## config.mk

```make
export PLATFORM = sky130hd
export DESIGN_NAME = gactx_ctrl_master_flat
export DESIGN_NICKNAME = d
export VERILOG_FILES = /design/src/rtl/gactx_ctrl_master_if.sv /design/src/rtl/gactx_ctrl_master.sv /design/src/flat_wrapper.sv
export SDC_FILE = /design/constraint.sdc
export NUM_CORES = 1
export LEC_CHECK = 0
export ABC_CLOCK_PERIOD_IN_PS = 4300
export CAP_MARGIN = 20
export CORE_UTILIZATION = 49
export CTS_CLUSTER_DIAMETER = 60
export DETAILED_ROUTE_END_ITERATION = 16
export PLACE_DENSITY = 0.84
export SYNTH_ARGS = -nofsm -noshare
export SYNTH_HDL_FRONTEND = slang
export SYNTH_SLANG_ARGS = --single-unit
```

## constraint.sdc

```tcl
create_clock -name ap_clk -period 4.3 [get_ports ap_clk]
set_clock_uncertainty 0.05 [all_clocks]
set_input_delay 0.86 -clock ap_clk [delete_from_list [all_inputs] [get_ports ap_clk]]
set_output_delay 0.86 -clock ap_clk [all_outputs]
set_load 0.02 [all_outputs]
```

## src/rtl/gactx_ctrl_master_if.sv

```systemverilog
// AXI4-Lite bus between the GACTX control master and the kernel s_axi_control slave.
// Every channel is valid/ready: a beat transfers on a rising edge where both are high,
// and the source holds valid and its payload stable from assertion until that edge.
interface gactx_ctrl_master_if #(
  parameter int ADDR_W = 12,
  parameter int DATA_W = 32
);
  logic              awvalid;
  logic              awready;
  logic [ADDR_W-1:0] awaddr;

  logic                wvalid;
  logic                wready;
  logic [DATA_W-1:0]   wdata;
  logic [DATA_W/8-1:0] wstrb;

  logic       bvalid;
  logic       bready;
  logic [1:0] bresp;

  logic              arvalid;
  logic              arready;
  logic [ADDR_W-1:0] araddr;

  logic              rvalid;
  logic              rready;
  logic [DATA_W-1:0] rdata;
  logic [1:0]        rresp;

  modport master (
    output awvalid, awaddr, wvalid, wdata, wstrb, bready, arvalid, araddr, rready,
    input  awready, wready, bvalid, bresp, arready, rvalid, rdata, rresp
  );

  modport slave (
    input  awvalid, awaddr, wvalid, wdata, wstrb, bready, arvalid, araddr, rready,
    output awready, wready, bvalid, bresp, arready, rvalid, rdata, rresp
  );
endinterface

```

## src/rtl/gactx_ctrl_master.sv

```systemverilog
// Command-driven AXI4-Lite master for the GACTX kernel control slave: one
// write, read or bounded poll per command, one response back per command.
module gactx_ctrl_master #(
  parameter int C_ADDR_WIDTH   = 12,
  parameter int C_DATA_WIDTH   = 32,
  parameter int C_POLL_GAP     = 16,
  parameter int C_POLL_TIMEOUT = 65535
) (
  input  logic                      ap_clk,
  input  logic                      ap_rst_n,

  input  logic                      cmd_valid,
  output logic                      cmd_ready,
  input  logic [1:0]                cmd_op,
  input  logic [C_ADDR_WIDTH-1:0]   cmd_addr,
  input  logic [C_DATA_WIDTH-1:0]   cmd_wdata,
  input  logic [C_DATA_WIDTH/8-1:0] cmd_wstrb,
  input  logic [C_DATA_WIDTH-1:0]   cmd_mask,

  output logic                      rsp_valid,
  input  logic                      rsp_ready,
  output logic [C_DATA_WIDTH-1:0]   rsp_rdata,
  output logic [1:0]                rsp_resp,
  output logic                      rsp_timeout,

  output logic                      busy,
  output logic [2:0]                dbg_state,

  gactx_ctrl_master_if.master       m_axi
);

  typedef enum logic [2:0] {
    S_IDLE = 3'd0,
    S_WR   = 3'd1,
    S_WB   = 3'd2,
    S_RD_A = 3'd3,
    S_RD_R = 3'd4,
    S_GAP  = 3'd5,
    S_RSP  = 3'd6
  } state_t;

  localparam logic [1:0]  OP_WRITE   = 2'b00;
  localparam logic [1:0]  OP_READ    = 2'b01;
  localparam logic [1:0]  OP_POLL    = 2'b10;
  localparam logic [1:0]  RESP_OKAY  = 2'b00;
  localparam logic [1:0]  RESP_BADOP = 2'b11;
  localparam logic [15:0] POLL_LIMIT = 16'(C_POLL_TIMEOUT);
  // The GAP state is left on the cycle the counter is zero, so load gap-1.
  localparam logic [15:0] GAP_LOAD   = 16'((C_POLL_GAP > 0) ? (C_POLL_GAP - 1) : 0);

  state_t                    state_q;
  logic                      cmd_ready_q;
  logic [1:0]                op_q;
  logic [C_ADDR_WIDTH-1:0]   addr_q;
  logic [C_DATA_WIDTH-1:0]   wdata_q;
  logic [C_DATA_WIDTH/8-1:0] wstrb_q;
  logic [C_DATA_WIDTH-1:0]   mask_q;
  logic [15:0]               poll_cnt_q;
  logic [15:0]               gap_cnt_q;

  logic                      awvalid_q;
  logic                      wvalid_q;
  logic                      bready_q;
  logic                      arvalid_q;
  logic                      rready_q;

  logic                      rsp_valid_q;
  logic [C_DATA_WIDTH-1:0]   rsp_rdata_q;
  logic [1:0]                rsp_resp_q;
  logic                      rsp_timeout_q;

  // A write channel counts as done once its valid is gone or handshakes this cycle.
  logic aw_done_d;
  logic w_done_d;
  logic poll_match_d;
  logic poll_last_d;

  assign aw_done_d    = !awvalid_q || m_axi.awready;
  assign w_done_d     = !wvalid_q  || m_axi.wready;
  assign poll_match_d = ((m_axi.rdata & mask_q) == (wdata_q & mask_q));
  assign poll_last_d  = (poll_cnt_q == POLL_LIMIT);

  always_ff @(posedge ap_clk) begin
    if (!ap_rst_n) begin
      state_q       <= S_IDLE;
      cmd_ready_q   <= 1'b0;
      op_q          <= OP_WRITE;
      addr_q        <= '0;
      wdata_q       <= '0;
      wstrb_q       <= '0;
      mask_q        <= '0;
      poll_cnt_q    <= '0;
      gap_cnt_q     <= '0;
      awvalid_q     <= 1'b0;
      wvalid_q      <= 1'b0;
      bready_q      <= 1'b0;
      arvalid_q     <= 1'b0;
      rready_q      <= 1'b0;
      rsp_valid_q   <= 1'b0;
      rsp_rdata_q   <= '0;
      rsp_resp_q    <= '0;
      rsp_timeout_q <= 1'b0;
    end else begin
      unique case (state_q)
        S_IDLE: begin
          cmd_ready_q <= 1'b1;
          if (cmd_valid && cmd_ready_q) begin
            cmd_ready_q <= 1'b0;
            op_q        <= cmd_op;
            addr_q      <= cmd_addr;
            wdata_q     <= cmd_wdata;
            wstrb_q     <= cmd_wstrb;
            mask_q      <= cmd_mask;
            poll_cnt_q  <= 16'd1;
            case (cmd_op)
              OP_WRITE: begin
                state_q   <= S_WR;
                awvalid_q <= 1'b1;
                wvalid_q  <= 1'b1;
              end
              OP_READ, OP_POLL: begin
                state_q   <= S_RD_A;
                arvalid_q <= 1'b1;
              end
              default: begin
                state_q       <= S_RSP;
                rsp_valid_q   <= 1'b1;
                rsp_rdata_q   <= '0;
                rsp_resp_q    <= RESP_BADOP;
                rsp_timeout_q <= 1'b0;
              end
            endcase
          end
        end

        S_WR: begin
          if (m_axi.awready) awvalid_q <= 1'b0;
          if (m_axi.wready)  wvalid_q  <= 1'b0;
          if (aw_done_d && w_done_d) begin
            state_q  <= S_WB;
            bready_q <= 1'b1;
          end
        end

        S_WB: begin
          if (m_axi.bvalid) begin
            state_q       <= S_RSP;
            bready_q      <= 1'b0;
            rsp_valid_q   <= 1'b1;
            rsp_rdata_q   <= '0;
            rsp_resp_q    <= m_axi.bresp;
            rsp_timeout_q <= 1'b0;
          end
        end

        S_RD_A: begin
          if (m_axi.arready) begin
            state_q   <= S_RD_R;
            arvalid_q <= 1'b0;
            rready_q  <= 1'b1;
          end
        end

        S_RD_R: begin
          if (m_axi.rvalid) begin
            rready_q      <= 1'b0;
            rsp_rdata_q   <= m_axi.rdata;
            rsp_resp_q    <= m_axi.rresp;
            rsp_timeout_q <= 1'b0;
            // Poll exit priority: bus error, then match, then attempt budget.
            if (op_q != OP_POLL || m_axi.rresp != RESP_OKAY || poll_match_d) begin
              state_q     <= S_RSP;
              rsp_valid_q <= 1'b1;
            end else if (poll_last_d) begin
              state_q       <= S_RSP;
              rsp_valid_q   <= 1'b1;
              rsp_timeout_q <= 1'b1;
            end else begin
              poll_cnt_q <= poll_cnt_q + 16'd1;
              if (C_POLL_GAP == 0) begin
                state_q   <= S_RD_A;
                arvalid_q <= 1'b1;
              end else begin
                state_q   <= S_GAP;
                gap_cnt_q <= GAP_LOAD;
              end
            end
          end
        end

        S_GAP: begin
          if (gap_cnt_q == 16'd0) begin
            state_q   <= S_RD_A;
            arvalid_q <= 1'b1;
          end else begin
            gap_cnt_q <= gap_cnt_q - 16'd1;
          end
        end

        S_RSP: begin
          if (rsp_ready) begin
            state_q     <= S_IDLE;
            rsp_valid_q <= 1'b0;
            cmd_ready_q <= 1'b1;
          end
        end

        default: state_q <= S_IDLE;
      endcase
    end
  end

  assign cmd_ready   = cmd_ready_q;
  assign busy        = (state_q != S_IDLE);
  assign dbg_state   = state_q;

  assign rsp_valid   = rsp_valid_q;
  assign rsp_rdata   = rsp_rdata_q;
  assign rsp_resp    = rsp_resp_q;
  assign rsp_timeout = rsp_timeout_q;

  assign m_axi.awvalid = awvalid_q;
  assign m_axi.awaddr  = addr_q;
  assign m_axi.wvalid  = wvalid_q;
  assign m_axi.wdata   = wdata_q;
  assign m_axi.wstrb   = wstrb_q;
  assign m_axi.bready  = bready_q;
  assign m_axi.arvalid = arvalid_q;
  assign m_axi.araddr  = addr_q;
  assign m_axi.rready  = rready_q;

endmodule

```

## src/flat_wrapper.sv

```systemverilog
// flat-port wrapper written by rule: the top's interface ports become plain ports
module gactx_ctrl_master_flat 
#(
  parameter int C_ADDR_WIDTH   = 12,
  parameter int C_DATA_WIDTH   = 32,
  parameter int C_POLL_GAP     = 16,
  parameter int C_POLL_TIMEOUT = 65535
)
  (ap_clk, ap_rst_n, cmd_valid, cmd_ready, cmd_op, cmd_addr, cmd_wdata, cmd_wstrb, cmd_mask, rsp_valid, rsp_ready, rsp_rdata, rsp_resp, rsp_timeout, busy, dbg_state, m_axi_awvalid, m_axi_awaddr, m_axi_wvalid, m_axi_wdata, m_axi_wstrb, m_axi_bready, m_axi_arvalid, m_axi_araddr, m_axi_rready, m_axi_awready, m_axi_wready, m_axi_bvalid, m_axi_bresp, m_axi_arready, m_axi_rvalid, m_axi_rdata, m_axi_rresp);
  gactx_ctrl_master_if #(.ADDR_W((12)), .DATA_W(32)) m_axi_i ();
  input  logic ap_clk;
  input  logic ap_rst_n;
  input  logic cmd_valid;
  output logic cmd_ready;
  input  logic [1:0] cmd_op;
  input  logic [C_ADDR_WIDTH-1:0] cmd_addr;
  input  logic [C_DATA_WIDTH-1:0] cmd_wdata;
  input  logic [C_DATA_WIDTH/8-1:0] cmd_wstrb;
  input  logic [C_DATA_WIDTH-1:0] cmd_mask;
  output logic rsp_valid;
  input  logic rsp_ready;
  output logic [C_DATA_WIDTH-1:0] rsp_rdata;
  output logic [1:0] rsp_resp;
  output logic rsp_timeout;
  output logic busy;
  output logic [2:0] dbg_state;
  output wire logic [$bits(m_axi_i.awvalid)-1:0] m_axi_awvalid;
  output wire logic [$bits(m_axi_i.awaddr)-1:0] m_axi_awaddr;
  output wire logic [$bits(m_axi_i.wvalid)-1:0] m_axi_wvalid;
  output wire logic [$bits(m_axi_i.wdata)-1:0] m_axi_wdata;
  output wire logic [$bits(m_axi_i.wstrb)-1:0] m_axi_wstrb;
  output wire logic [$bits(m_axi_i.bready)-1:0] m_axi_bready;
  output wire logic [$bits(m_axi_i.arvalid)-1:0] m_axi_arvalid;
  output wire logic [$bits(m_axi_i.araddr)-1:0] m_axi_araddr;
  output wire logic [$bits(m_axi_i.rready)-1:0] m_axi_rready;
  input wire logic [$bits(m_axi_i.awready)-1:0] m_axi_awready;
  input wire logic [$bits(m_axi_i.wready)-1:0] m_axi_wready;
  input wire logic [$bits(m_axi_i.bvalid)-1:0] m_axi_bvalid;
  input wire logic [$bits(m_axi_i.bresp)-1:0] m_axi_bresp;
  input wire logic [$bits(m_axi_i.arready)-1:0] m_axi_arready;
  input wire logic [$bits(m_axi_i.rvalid)-1:0] m_axi_rvalid;
  input wire logic [$bits(m_axi_i.rdata)-1:0] m_axi_rdata;
  input wire logic [$bits(m_axi_i.rresp)-1:0] m_axi_rresp;
  assign m_axi_awvalid = m_axi_i.awvalid;
  assign m_axi_awaddr = m_axi_i.awaddr;
  assign m_axi_wvalid = m_axi_i.wvalid;
  assign m_axi_wdata = m_axi_i.wdata;
  assign m_axi_wstrb = m_axi_i.wstrb;
  assign m_axi_bready = m_axi_i.bready;
  assign m_axi_arvalid = m_axi_i.arvalid;
  assign m_axi_araddr = m_axi_i.araddr;
  assign m_axi_rready = m_axi_i.rready;
  assign m_axi_i.awready = m_axi_awready;
  assign m_axi_i.wready = m_axi_wready;
  assign m_axi_i.bvalid = m_axi_bvalid;
  assign m_axi_i.bresp = m_axi_bresp;
  assign m_axi_i.arready = m_axi_arready;
  assign m_axi_i.rvalid = m_axi_rvalid;
  assign m_axi_i.rdata = m_axi_rdata;
  assign m_axi_i.rresp = m_axi_rresp;
  gactx_ctrl_master #(.C_ADDR_WIDTH(C_ADDR_WIDTH), .C_DATA_WIDTH(C_DATA_WIDTH), .C_POLL_GAP(C_POLL_GAP), .C_POLL_TIMEOUT(C_POLL_TIMEOUT)) u_core (.ap_clk(ap_clk), .ap_rst_n(ap_rst_n), .cmd_valid(cmd_valid), .cmd_ready(cmd_ready), .cmd_op(cmd_op), .cmd_addr(cmd_addr), .cmd_wdata(cmd_wdata), .cmd_wstrb(cmd_wstrb), .cmd_mask(cmd_mask), .rsp_valid(rsp_valid), .rsp_ready(rsp_ready), .rsp_rdata(rsp_rdata), .rsp_resp(rsp_resp), .rsp_timeout(rsp_timeout), .busy(busy), .dbg_state(dbg_state), .m_axi(m_axi_i));
endmodule
```

==> results.json <==
{
  "status": "finished clean",
  "worstPathRequired_ps": 3390,
  "crit_type": "register to output port",
  "intPower_mw": 3.23,
  "synthDistinctLibCells": 51,
  "io_buffers": 232,
  "syn2layout_area_growth_pct": 43.1,
  "seqPwrFrac_pct": 35.2,
  "grt_util_all_layers_pct": 29.3,
  "dr.pass1.iters": 5,
  "start_kind": "register",
  "postCtsHoldBufs": 0,
  "synth_nets": 995,
  "syn-instance-count": 864,
  "drive_gt1_share_pct": 5.81,
  "ctsResizeCount": 0,
  "design_area_mm2": 0.00977,
  "met3_usage_pct": 8.37,
  "htree_levels": 4,
  "die_x_um": 120,
  "endpoint_kind": "output port",
  "worst-path-buf-inv": 1,
  "maxSlewViolCount": 0,
  "via_count": 6879,
  "min_path_type": "register to register",
  "mostFrequentLayoutCell": "clkdlybuf4s50_1",
  "synth_seq_cells": 159,
  "cts_sinks": 159,
  "cts_tree": "yes",
  "path_delay_family": "flip-flops",
  "grt_antenna_before_repair": 0,
  "setup_viol": 0,
  "ios": 233,
  "maxSlewHeadroom_pct": 38.1,
  "dpl.hpwl_um": 14500,
  "clock_power_share_pct": 29.3,
  "yosysTopAreaCellShare_pct": 46.7,
  "synth_area_mm2": 0.00682,
  "whs_ps": 399,
  "synth_area_leader_cell": "dfxtp_1",
  "vias_per_cell": 5.53,
  "start_util_pct": 50.9,
  "overflow": 0,
  "drt_iter0_drc": 563,
  "rows": 42,
  "chipHeight_um": 120,
  "dieArea_mm2": 0.0144,
  "p_sw_mw": 1.93,
  "hold_violations": 0,
  "synth_warnings": 0,
  "use_met2_pct": 48.3,
  "worst_pin_slew_ps": 929,
  "ys_seq_area_share_pct": 46.7,
  "grt_util_met1_pct": 35.8,
  "grt_max_degree": 90,
  "avgSynthCellArea_um2": 7.90,
  "cts_buffers": 17,
  "busiest_layer": "met2",
  "switching_share_pct": 37.5,
  "root_buffer": "clkbuf_16",
  "max_stage_delay_ps": 780,
  "power_density_mw_per_mm2": 529,
  "p_total_mw": 5.16,
  "final_cell_mix": "clkdlybuf4s50_1 (232), nand2_1 (220), dfxtp_1 (159)",
  "grt_pass1_wl_um": 33000,
  "max_freq_ghz": 0.321,
  "ant_nets": 0,
  "async_flop_share_pct": 0,
  "grt_pass1_vias": 6480,
  "final_nets": 1185,
  "vdd_drop_max_v": 0.000318,
  "clk_pin_slew_ps": 60,
  "synth_ff_type": "dfxtp_1",
  "synth_area_leaders": "dfxtp_1 (47%), nand2_1 (12%), a21oi_1 (11%)",
  "critical_path.slowest_cell": "dfxtp_1",
  "cts_buffer_depth": 2,
  "synth-edff-count": 0,
  "period_share_pct": 72.5,
  "wl_per_cell_um": 17.0,
  "routed_wl_um": 21100,
  "post_cts_buffers": 0,
  "max-cap-violations": 0,
  "layout_min_cycle_time_ps": 3120,
  "cp.arrival_ps": 2210,
  "rsz0062_at_grt": "no",
  "routabilityCongestion": 0.853,
  "crit_path_max_fanout": 19,
  "drcViolationCount": 0,
  "place_area_mm2": 0.00917,
  "clkLatencyLatePin_ps": 420,
  "diodes": 0,
  "core_area_mm2": 0.0134,
  "path_cells": "or3_1 -> clkdlybuf4s50_1",
  "power_frac_comb_pct": 35.5,
  "p_leak_nw": 3.45,
  "setup_tns_ps": 0
}
[final timing paths]
check / from / depth (start not counted) / endpoint / slack, ps
worst max-delay path: u_core.dbg_state[1] / 2 / busy / 1180
worst min-delay path: u_core.rsp_rdata[4] / 2 / u_core.rsp_rdata[4] / 400
worst max register to register: u_core.dbg_state[2] / 7 / u_core.gap_cnt_q[11] / 1270
worst min register to register: u_core.rsp_rdata[4] / 2 / u_core.rsp_rdata[4] / 400
[state kept, by name, indices dropped and copies added (netlist names), 2 cells and up]
| register | count |
|---|---|
| u_core.dbg_state | 3 |
| u_core.gap_cnt_q | 16 |
| u_core.rsp_rdata | 32 |
| u_core.mask_q | 32 |
| u_core.m_axi.wstrb | 4 |
| u_core.op_q | 2 |
| u_core.rsp_resp | 2 |
| u_core.poll_cnt_q | 16 |
| u_core.m_axi.wdata | 32 |
| u_core.m_axi.araddr | 12 |
[power groups by stage]
stage / Clock [mW] / Combinational, mW / Sequential [mW]
final: 1.51 / 1.83 / 1.82
after global placement: 0 / 1.80 / 1.84
after detailed placement: 0 / 1.82 / 1.84
after CTS: 1.53 / 1.83 / 1.81
after floorplan: 0 / 0.941 / 1.92
after global routing: 1.60 / 1.97 / 1.84
[kinds of logic after synthesis]
group / share of synthesized area (%)
XOR/XNOR: 4.11
flip-flops: 46.7
AO/OA/AOI/OAI: 18.6
buffers and inverters: 5.46
AND/OR/NAND/NOR: 24.4
adder cells (fa/ha/maj): 0.734
[routing by layer]
layer,vias to the layer above,part of all wire [%]
met5,-,0
li1,3354,-
met4,0,2.4
met3,39,8.2
met2,276,48
met1,3210,42
[cell usage after synthesis, drive strengths merged, types with 8 or more instances]
master  count
nand2     220
nor2       18
a21oi     155
clkbuf     50
o31ai       8
o21ai      26
or4        14
dfxtp     159
nand4      10
inv        11
nand3      42
buf        20
a22oi      17
xor2       32
or3        25
[layout make-up]
cell class                      instances  area (um2)
Multi-Input combinational cell        624        3300
Inverter                               11        43.8
Tap cell                              176         220
Timing Repair Buffer                  241        2410
Clock inverter                         11         129
Clock buffer                           21         470
Fill cell                            1033        3630
Sequential cell                       159        3180
[worst min-delay path: cells and delay by family, from the launching register on]
kind             cells  cell delay, ps
AO/OA/AOI/OAI        1              50
flip-flops           1             310
AND/OR/NAND/NOR      1              50
[stage by stage]
stage	worst slack (ps)	instances	util, %
after CTS	1180	1243	72.9
after detailed placement	731	1211	68.4
after global routing	1060	1243	72.9
after floorplan	1510	864	-
after global placement	821	1211	68.4
final	1180	1243	72.9
Power figures use the tool's default switching activity.
